--- config.mk ---
export PLATFORM = sky130hd
export DESIGN_NAME = flt_addsub_seq
export DESIGN_NICKNAME = d
export VERILOG_FILES = /design/src/rtl/flt_pkg.sv /design/src/rtl/flt_round_unit.sv /design/src/rtl/flt_addsub_seq.sv
export SDC_FILE = /design/constraint.sdc
export NUM_CORES = 1
export LEC_CHECK = 0
export CORE_UTILIZATION = 46
export DETAILED_ROUTE_END_ITERATION = 12
export MAX_ROUTING_LAYER = met4
export PLACE_DENSITY = 0.66
export SLEW_MARGIN = 10
export SYNTH_ARGS = -nofsm -noshare
export SYNTH_HDL_FRONTEND = slang
export SYNTH_SLANG_ARGS = --single-unit
export TNS_END_PERCENT = 30
--- constraint.sdc ---
create_clock -name Clk -period 3.9 [get_ports Clk]
set_clock_uncertainty 0.2 [all_clocks]
set_input_delay 0.78 -clock Clk [delete_from_list [all_inputs] [get_ports Clk]]
set_output_delay 0.78 -clock Clk [all_outputs]
set_load 0.01 [all_outputs]
--- src/rtl/flt_pkg.sv ---
// rtl/flt_pkg.sv - shared types and constants for the sequential float add/sub
package flt_pkg;

   localparam int DEF_EXP_W = 5;
   localparam int DEF_MAN_W = 10;
   localparam int GRS_W     = 3;

   typedef enum logic [2:0] {
      S_IDLE,
      S_SWAP,
      S_ALIGN,
      S_ADD,
      S_NORM,
      S_ROUND,
      S_DONE
   } state_t;

   function automatic int sign_bit(input int exp_w, input int man_w);
      return exp_w + man_w;
   endfunction

   function automatic int exp_bias(input int exp_w);
      return (1 << (exp_w - 1)) - 1;
   endfunction

endpackage

--- src/rtl/flt_round_unit.sv ---
// rtl/flt_round_unit.sv - mantissa rounding; nearest-even with FLT_ROUND_NEAREST_EN, else truncate
module flt_round_unit import flt_pkg::*; #(
   parameter int EXP_W = DEF_EXP_W,
   parameter int MAN_W = DEF_MAN_W
) (
   input  logic        [MAN_W+GRS_W:0] man_i,
   input  logic signed [EXP_W+1:0]     exp_i,
   output logic        [MAN_W-1:0]     frac_o,
   output logic signed [EXP_W+1:0]     exp_o
);
   localparam int EW = EXP_W + 2;

`ifdef FLT_ROUND_NEAREST_EN
   logic             inc;
   logic [MAN_W+1:0] rnd;

   // man_i[3] is the result lsb, [2] guard, [1] round, [0] sticky
   always_comb begin
      inc = man_i[2] & (man_i[1] | man_i[0] | man_i[3]);
      rnd = {1'b0, man_i[MAN_W+GRS_W:GRS_W]} + {{(MAN_W+1){1'b0}}, inc};
      if (rnd[MAN_W+1]) begin
         frac_o = '0;
         exp_o  = exp_i + EW'(1);
      end else begin
         frac_o = rnd[MAN_W-1:0];
         exp_o  = exp_i;
      end
   end
`else
   logic unused_bits;

   assign unused_bits = ^{man_i[MAN_W+GRS_W], man_i[GRS_W-1:0]};
   assign frac_o      = man_i[MAN_W+GRS_W-1:GRS_W];
   assign exp_o       = exp_i;
`endif

endmodule

--- src/rtl/flt_addsub_seq.sv ---
// rtl/flt_addsub_seq.sv - multi-cycle float add/sub FSM; FLT_ROUND_NEAREST_EN selects rounding mode
module flt_addsub_seq import flt_pkg::*; #(
   parameter int EXP_W = DEF_EXP_W,
   parameter int MAN_W = DEF_MAN_W
) (
   input  logic                 Clk,
   input  logic                 Reset,
   input  logic                 Start,
   input  logic [EXP_W+MAN_W:0] OpA,
   input  logic [EXP_W+MAN_W:0] OpB,
   input  logic                 Sub,
   output logic [EXP_W+MAN_W:0] Result,
   output logic                 Done,
   output logic                 Busy,
   output logic                 Overflow,
   output logic                 Zero
);
   localparam int W   = 1 + EXP_W + MAN_W;
   localparam int SGN = sign_bit(EXP_W, MAN_W);
   localparam int X   = MAN_W + 1 + GRS_W;
   localparam int EW  = EXP_W + 2;
   localparam logic [EXP_W-1:0]        EXP_ONES = '1;
   localparam logic [EXP_W-1:0]        GAP_MAX  = EXP_W'(MAN_W + GRS_W);
   localparam logic signed [EW-1:0]    EXP_MIN  = EW'(1);
   localparam logic signed [EW-1:0]    EXP_TOP  = $signed({2'b00, EXP_ONES});

   state_t             state_q;
   logic [W-1:0]       a_q, b_q, result_q;
   logic               sub_q, sign_q, eff_sub_q, special_q, zero_q;
   logic               done_q, busy_q, ovf_q, zro_q;
   logic signed [EW-1:0] exp_q;
   logic [EXP_W-1:0]   diff_q;
   logic [X-1:0]       ref_q, sml_q;
   logic [X:0]         sum_q;

   logic [EXP_W-1:0]   ea, eb;
   logic               a_zero, b_zero, a_inf, b_inf, a_ge_b, sb_eff;
   logic [W-2:0]       mag_a, mag_b;
   logic [X-1:0]       man_a, man_b;
   logic [MAN_W-1:0]   rnd_frac_d;
   logic signed [EW-1:0] rnd_exp_d;

   // Exponent-0 operands are flushed to zero before comparison and alignment
   always_comb begin
      ea     = a_q[W-2:MAN_W];
      eb     = b_q[W-2:MAN_W];
      a_zero = (ea == '0);
      b_zero = (eb == '0);
      a_inf  = (ea == EXP_ONES);
      b_inf  = (eb == EXP_ONES);
      mag_a  = a_zero ? '0 : a_q[W-2:0];
      mag_b  = b_zero ? '0 : b_q[W-2:0];
      man_a  = a_zero ? '0 : {1'b1, a_q[MAN_W-1:0], {GRS_W{1'b0}}};
      man_b  = b_zero ? '0 : {1'b1, b_q[MAN_W-1:0], {GRS_W{1'b0}}};
      a_ge_b = (mag_a >= mag_b);
      sb_eff = b_q[SGN] ^ sub_q;
   end

   flt_round_unit #(.EXP_W(EXP_W), .MAN_W(MAN_W)) u_round (
      .man_i  (sum_q[X-1:0]),
      .exp_i  (exp_q),
      .frac_o (rnd_frac_d),
      .exp_o  (rnd_exp_d)
   );

   always_ff @(posedge Clk) begin
      if (Reset) begin
         state_q  <= S_IDLE;
         result_q <= '0;
         done_q   <= 1'b0;
         busy_q   <= 1'b0;
         ovf_q    <= 1'b0;
         zro_q    <= 1'b0;
      end else begin
         unique case (state_q)
            S_IDLE, S_DONE: begin
               if (Start) begin
                  a_q     <= OpA;
                  b_q     <= OpB;
                  sub_q   <= Sub;
                  done_q  <= 1'b0;
                  busy_q  <= 1'b1;
                  state_q <= S_SWAP;
               end
            end
            S_SWAP: begin
               special_q <= a_inf | b_inf;
               zero_q    <= 1'b0;
               eff_sub_q <= a_q[SGN] ^ sb_eff;
               if (a_ge_b) begin
                  ref_q  <= man_a;
                  sml_q  <= man_b;
                  exp_q  <= $signed({2'b00, ea});
                  diff_q <= ea - eb;
                  sign_q <= a_q[SGN];
               end else begin
                  ref_q  <= man_b;
                  sml_q  <= man_a;
                  exp_q  <= $signed({2'b00, eb});
                  diff_q <= eb - ea;
                  sign_q <= sb_eff;
               end
               if (a_inf)
                  sign_q <= a_q[SGN];
               else if (b_inf)
                  sign_q <= sb_eff;
               state_q <= S_ALIGN;
            end
            S_ALIGN: begin
               if (diff_q == '0) begin
                  state_q <= S_ADD;
               end else if (diff_q > GAP_MAX) begin
                  sml_q   <= {{(X-1){1'b0}}, |sml_q};
                  diff_q  <= '0;
                  state_q <= S_ADD;
               end else begin
                  sml_q  <= {1'b0, sml_q[X-1:2], |sml_q[1:0]};
                  diff_q <= diff_q - 1'b1;
               end
            end
            S_ADD: begin
               sum_q   <= eff_sub_q ? {1'b0, ref_q} - {1'b0, sml_q}
                                    : {1'b0, ref_q} + {1'b0, sml_q};
               state_q <= S_NORM;
            end
            S_NORM: begin
               if (sum_q == '0) begin
                  zero_q  <= 1'b1;
                  state_q <= S_ROUND;
               end else if (sum_q[X]) begin
                  sum_q   <= {1'b0, sum_q[X:2], |sum_q[1:0]};
                  exp_q   <= exp_q + EW'(1);
                  state_q <= S_ROUND;
               end else if (sum_q[X-1]) begin
                  state_q <= S_ROUND;
               end else begin
                  sum_q <= {sum_q[X-1:0], 1'b0};
                  exp_q <= exp_q - EW'(1);
               end
            end
            S_ROUND: begin
               done_q  <= 1'b1;
               busy_q  <= 1'b0;
               state_q <= S_DONE;
               if (special_q) begin
                  result_q <= {sign_q, EXP_ONES, {MAN_W{1'b0}}};
                  ovf_q    <= 1'b1;
                  zro_q    <= 1'b0;
               end else if (zero_q || rnd_exp_d < EXP_MIN) begin
                  result_q <= '0;
                  ovf_q    <= 1'b0;
                  zro_q    <= 1'b1;
               end else if (rnd_exp_d >= EXP_TOP) begin
                  result_q <= {sign_q, EXP_ONES, {MAN_W{1'b0}}};
                  ovf_q    <= 1'b1;
                  zro_q    <= 1'b0;
               end else begin
                  result_q <= {sign_q, rnd_exp_d[EXP_W-1:0], rnd_frac_d};
                  ovf_q    <= 1'b0;
                  zro_q    <= 1'b0;
               end
            end
            default: state_q <= S_IDLE;
         endcase
      end
   end

   assign Result   = result_q;
   assign Done     = done_q;
   assign Busy     = busy_q;
   assign Overflow = ovf_q;
   assign Zero     = zro_q;

endmodule

==> key figures <==
Clock network
  – Max clock buf depth: 2
  – Cts bufs inserted: 9
  – Clock root cell: clkbuf_16
  – Postcts setup bufs: 0
  – Clock transition at path regs: 80 ps
  – Resized Gates After CTS: 0
  – # clock sinks: 112
  – Hold-fix buffer count after cts: 0
  – H-tree depth: 3
  – Clock Latency Late Sink: 360 ps
  – CTS tree: yes

Floorplan
  – Die area: 15000 µm²
  – Chip height: 122 µm
  – Site Rows: 43
  – Chip Width: 122 µm
  – Core ar.: 14000 µm²
  – I/O pins: 56
  – Initial Util: 47.5%

Yosys
  – Register area share after synthesis: 46.9%
  – Top-count cell post-synth: edfxtp_1
  – Synth Warn #: 0
  – Cell taking the most area after synthesis: edfxtp_1
  – Mapped Cells: 658
  – EDFF count, synth: 89
  – Top_reg_cell synth: edfxtp_1
  – Async S/R FF share, synth: 0%
  – Syn avg cell area: 10.1 µm²
  – Post-synth top cells: edfxtp_1, nand2_1, nor2_1
  – Post-Syn Nets: 737
  – #FFs+latches synth: 112
  – Top cell type's share of synthesized area: 40.0%
  – Area of the mapped netlist: 6670 µm²
  – Number of library cell types mapped by synthesis: 67
  – Synth top area cells: edfxtp_1, ha_1, dfxtp_1, nand2_1, xnor2_1

Setup path
  – Crit path max fanout: 7
  – Cell chain of the critical path: nor3_2 -> nand2_1 -> nor4_4 -> and2_1 -> a21oi_1 -> xnor2_1 -> ha_1 -> nand2_1 -> nor2_1 -> a221o_1 -> a31oi_1 -> xor2_1 -> o21ai_1
  – Launch point of the worst reg-to-reg path: sml_q[4]
  – CP required: 3800 ps
  – Worst stage delay on the critical path: 480 ps
  – Crit path DAT: 3410 ps
  – Worst Setup Path Type: flip-flop to flip-flop
  – Most used cell, CP: nand2_1
  – Setup slack, reg-to-reg: 390 ps
  – Startpoint Class: flip-flop
  – Setup crit end kind: flip-flop
  – R2r endpoint: sum_q[13]
  – R2R cell count: 13
  – Slowest CP cell: edfxtp_1

Timing
  – RSZ-0062 raised after global routing: no
  – Final setup fails: 0
  – Setup TNS: 0 ps
  – Max Slew Vio Count: 0
  – Minimum clock period: 3510 ps
  – Final period utilization: 89.9%
  – Max Clk Rate: 285 MHz
  – Slew headroom: 45.0%
  – Worst Max-Slew Pin Slew: 822 ps
  – Final Hold Violating Endpoints: 0

Layout
  – Filler cells: 1210
  – Antenna cells: 0
  – Fin cells: 889
  – Post-route cell area: 7700 µm²
  – Fin util: 54.8%
  – Layout cell share with drive strength beyond 1: 6.91%
  – Synthesis-to-layout area growth: 15.3%
  – Nets: 783

Power and ir drop
  – Power Density: 386 nW/µm²
  – Worst VDD drop: 211 µV
  – Leakage: 2.97 nW
  – Pwr Total: 0.00297 W

Global route
  – Antenna violations before repair: 0
  – Largest net degree at the start of global routing: 34
  – First-pass GRT wire length: 23800 µm
  – GRT Total Usage: 21.0%
  – Gr ovfl total: 0
  – Vias in the first global route: 4917

Drt
  – Pre-antenna DRT Iters: 6
  – Vias per Instance: 5.65
  – Antenna viol nets, final: 0
  – Drt drc: 0
  – Drt wl/cell: 15.9 µm
  – Vias post-DR: 5021
  – Starting DRT DRC Count: 479
  – Detailed Route WL: 14100 µm

Place
  – Area after DPL: 7400 µm²
  – RD Place Congestion: 0.871
  – HPWL after DPL: 10700 µm
  – Placed cells: 873
  – PortBufs: 55

Hold path
  – Hold Path Class: flip-flop to flip-flop
  – Hold wc startpoint: Result[12]
  – Hold endpoint: Result[12]
  – Worst Hold Depth: 2

Outcome
  – Status: finished, final reports clean

Job
  – Maxcap violations: 0
-- sequential cells by signal, indices dropped and copies added (netlist names), 3 cells and up --
signal   cells
Result      16
exp_q        7
ref_q       11
diff_q       5
state_q      3
sum_q       15
sml_q       14
b_q         16
a_q         16
-- worst max-delay path, delay by kind of cell, from the launching register on --
family,cells,cell delay (ps)
AOI/OAI and AO/OA,4,690
xor gates and xnor gates,2,370
adders and majority gates,1,370
DFF,1,480
and+or+nand+nor,6,1140
-- placed cells by master (no fill, tap or decap), types with 3 or more instances in the layout --
| cell | instances |
|---|---|
| o21ai_1 | 33 |
| and3_1 | 4 |
| mux2_1 | 3 |
| nand3_1 | 9 |
| nand2_1 | 77 |
| xnor2_1 | 26 |
| o22ai_1 | 4 |
| and2_1 | 7 |
| ha_1 | 41 |
| nand4_1 | 3 |
| a22o_1 | 20 |
| o21a_1 | 5 |
| mux2i_1 | 20 |
| a31oi_1 | 9 |
| nor3_1 | 20 |
| a21oi_1 | 40 |
| or3_1 | 6 |
| o211ai_1 | 4 |
| nor2_1 | 44 |
| a221oi_1 | 9 |
| nor2b_1 | 7 |
| clkdlybuf4s50_1 | 55 |
| a21o_1 | 12 |
| edfxtp_1 | 89 |
| xor2_1 | 7 |
| o21bai_1 | 3 |
| inv_1 | 36 |
| buf_4 | 13 |
| o21ai_0 | 9 |
| nand2b_1 | 6 |
| a22oi_1 | 3 |
| clkbuf_16 | 9 |
| dfxtp_1 | 23 |
-- worst max-delay path by stage --
stage	from	endpoint	slack, ps	cells past startpoint
finish	sml_q[4]	sum_q[13]	390	13
detailed placement	sml_q[2]	sum_q[13]	410	13
CTS	sml_q[2]	sum_q[13]	400	13
global placement	sml_q[0]	sum_q[13]	480	11
global route	sml_q[2]	sum_q[13]	150	13
floorplan	sml_q[2]	sum_q[13]	820	13
-- area by class of cell --
cell class | count | area (µm²) | area share, %
Multi-Input combinational cell | 474 | 3250 | 42.2
Sequential cell | 112 | 3130 | 40.7
Timing Repair Buffer | 68 | 648 | 8.42
Clock buffer | 10 | 229 | 2.97
Tap cell | 180 | 225 | 2.93
Inverter | 39 | 146 | 1.90
Clock inverter | 6 | 67.6 | 0.878
-- routing by layer --
metal	up-vias	track usage [%]	part of all wire, %	routed length, µm
met3	13	2.37	3.5	498
met4	0	8.38	1.7	244
met2	126	33.9	47	6710
met1	2388	26.9	47	6690
li1	2494	-	-	-
met5	-	-	0	0
-- through the flow --
| step | setup slack, ps | hold slack, ps |
|---|---|---|
| final | 393 | 245 |
| after global routing | 153 | 269 |
| after CTS | 396 | 251 |
| after detailed placement | 415 | 241 |
| after global placement | 478 | 235 |
| after floorplan | 821 | 242 |
-- kinds of logic (layout without fill, tap and decap cells) --
group,Yosys count,count (layout),synth area share [%]
simple gates,204,204,15.0
compound gates,171,171,17.0
flops,112,112,46.9
buf+inv,72,123,4.87
fa+ha+maj,43,43,8.29
xor+xnor,33,33,4.33
mux,23,23,3.51
-- where the power goes --
part | switching (W) | internal (W) | total (W)
clock network | 0.000439 | 0.000501 | 0.000940
registers | 0.0000581 | 0.00138 | 0.00144
logic | 0.000325 | 0.000267 | 0.000592
(Power assumes the default switching activity.)
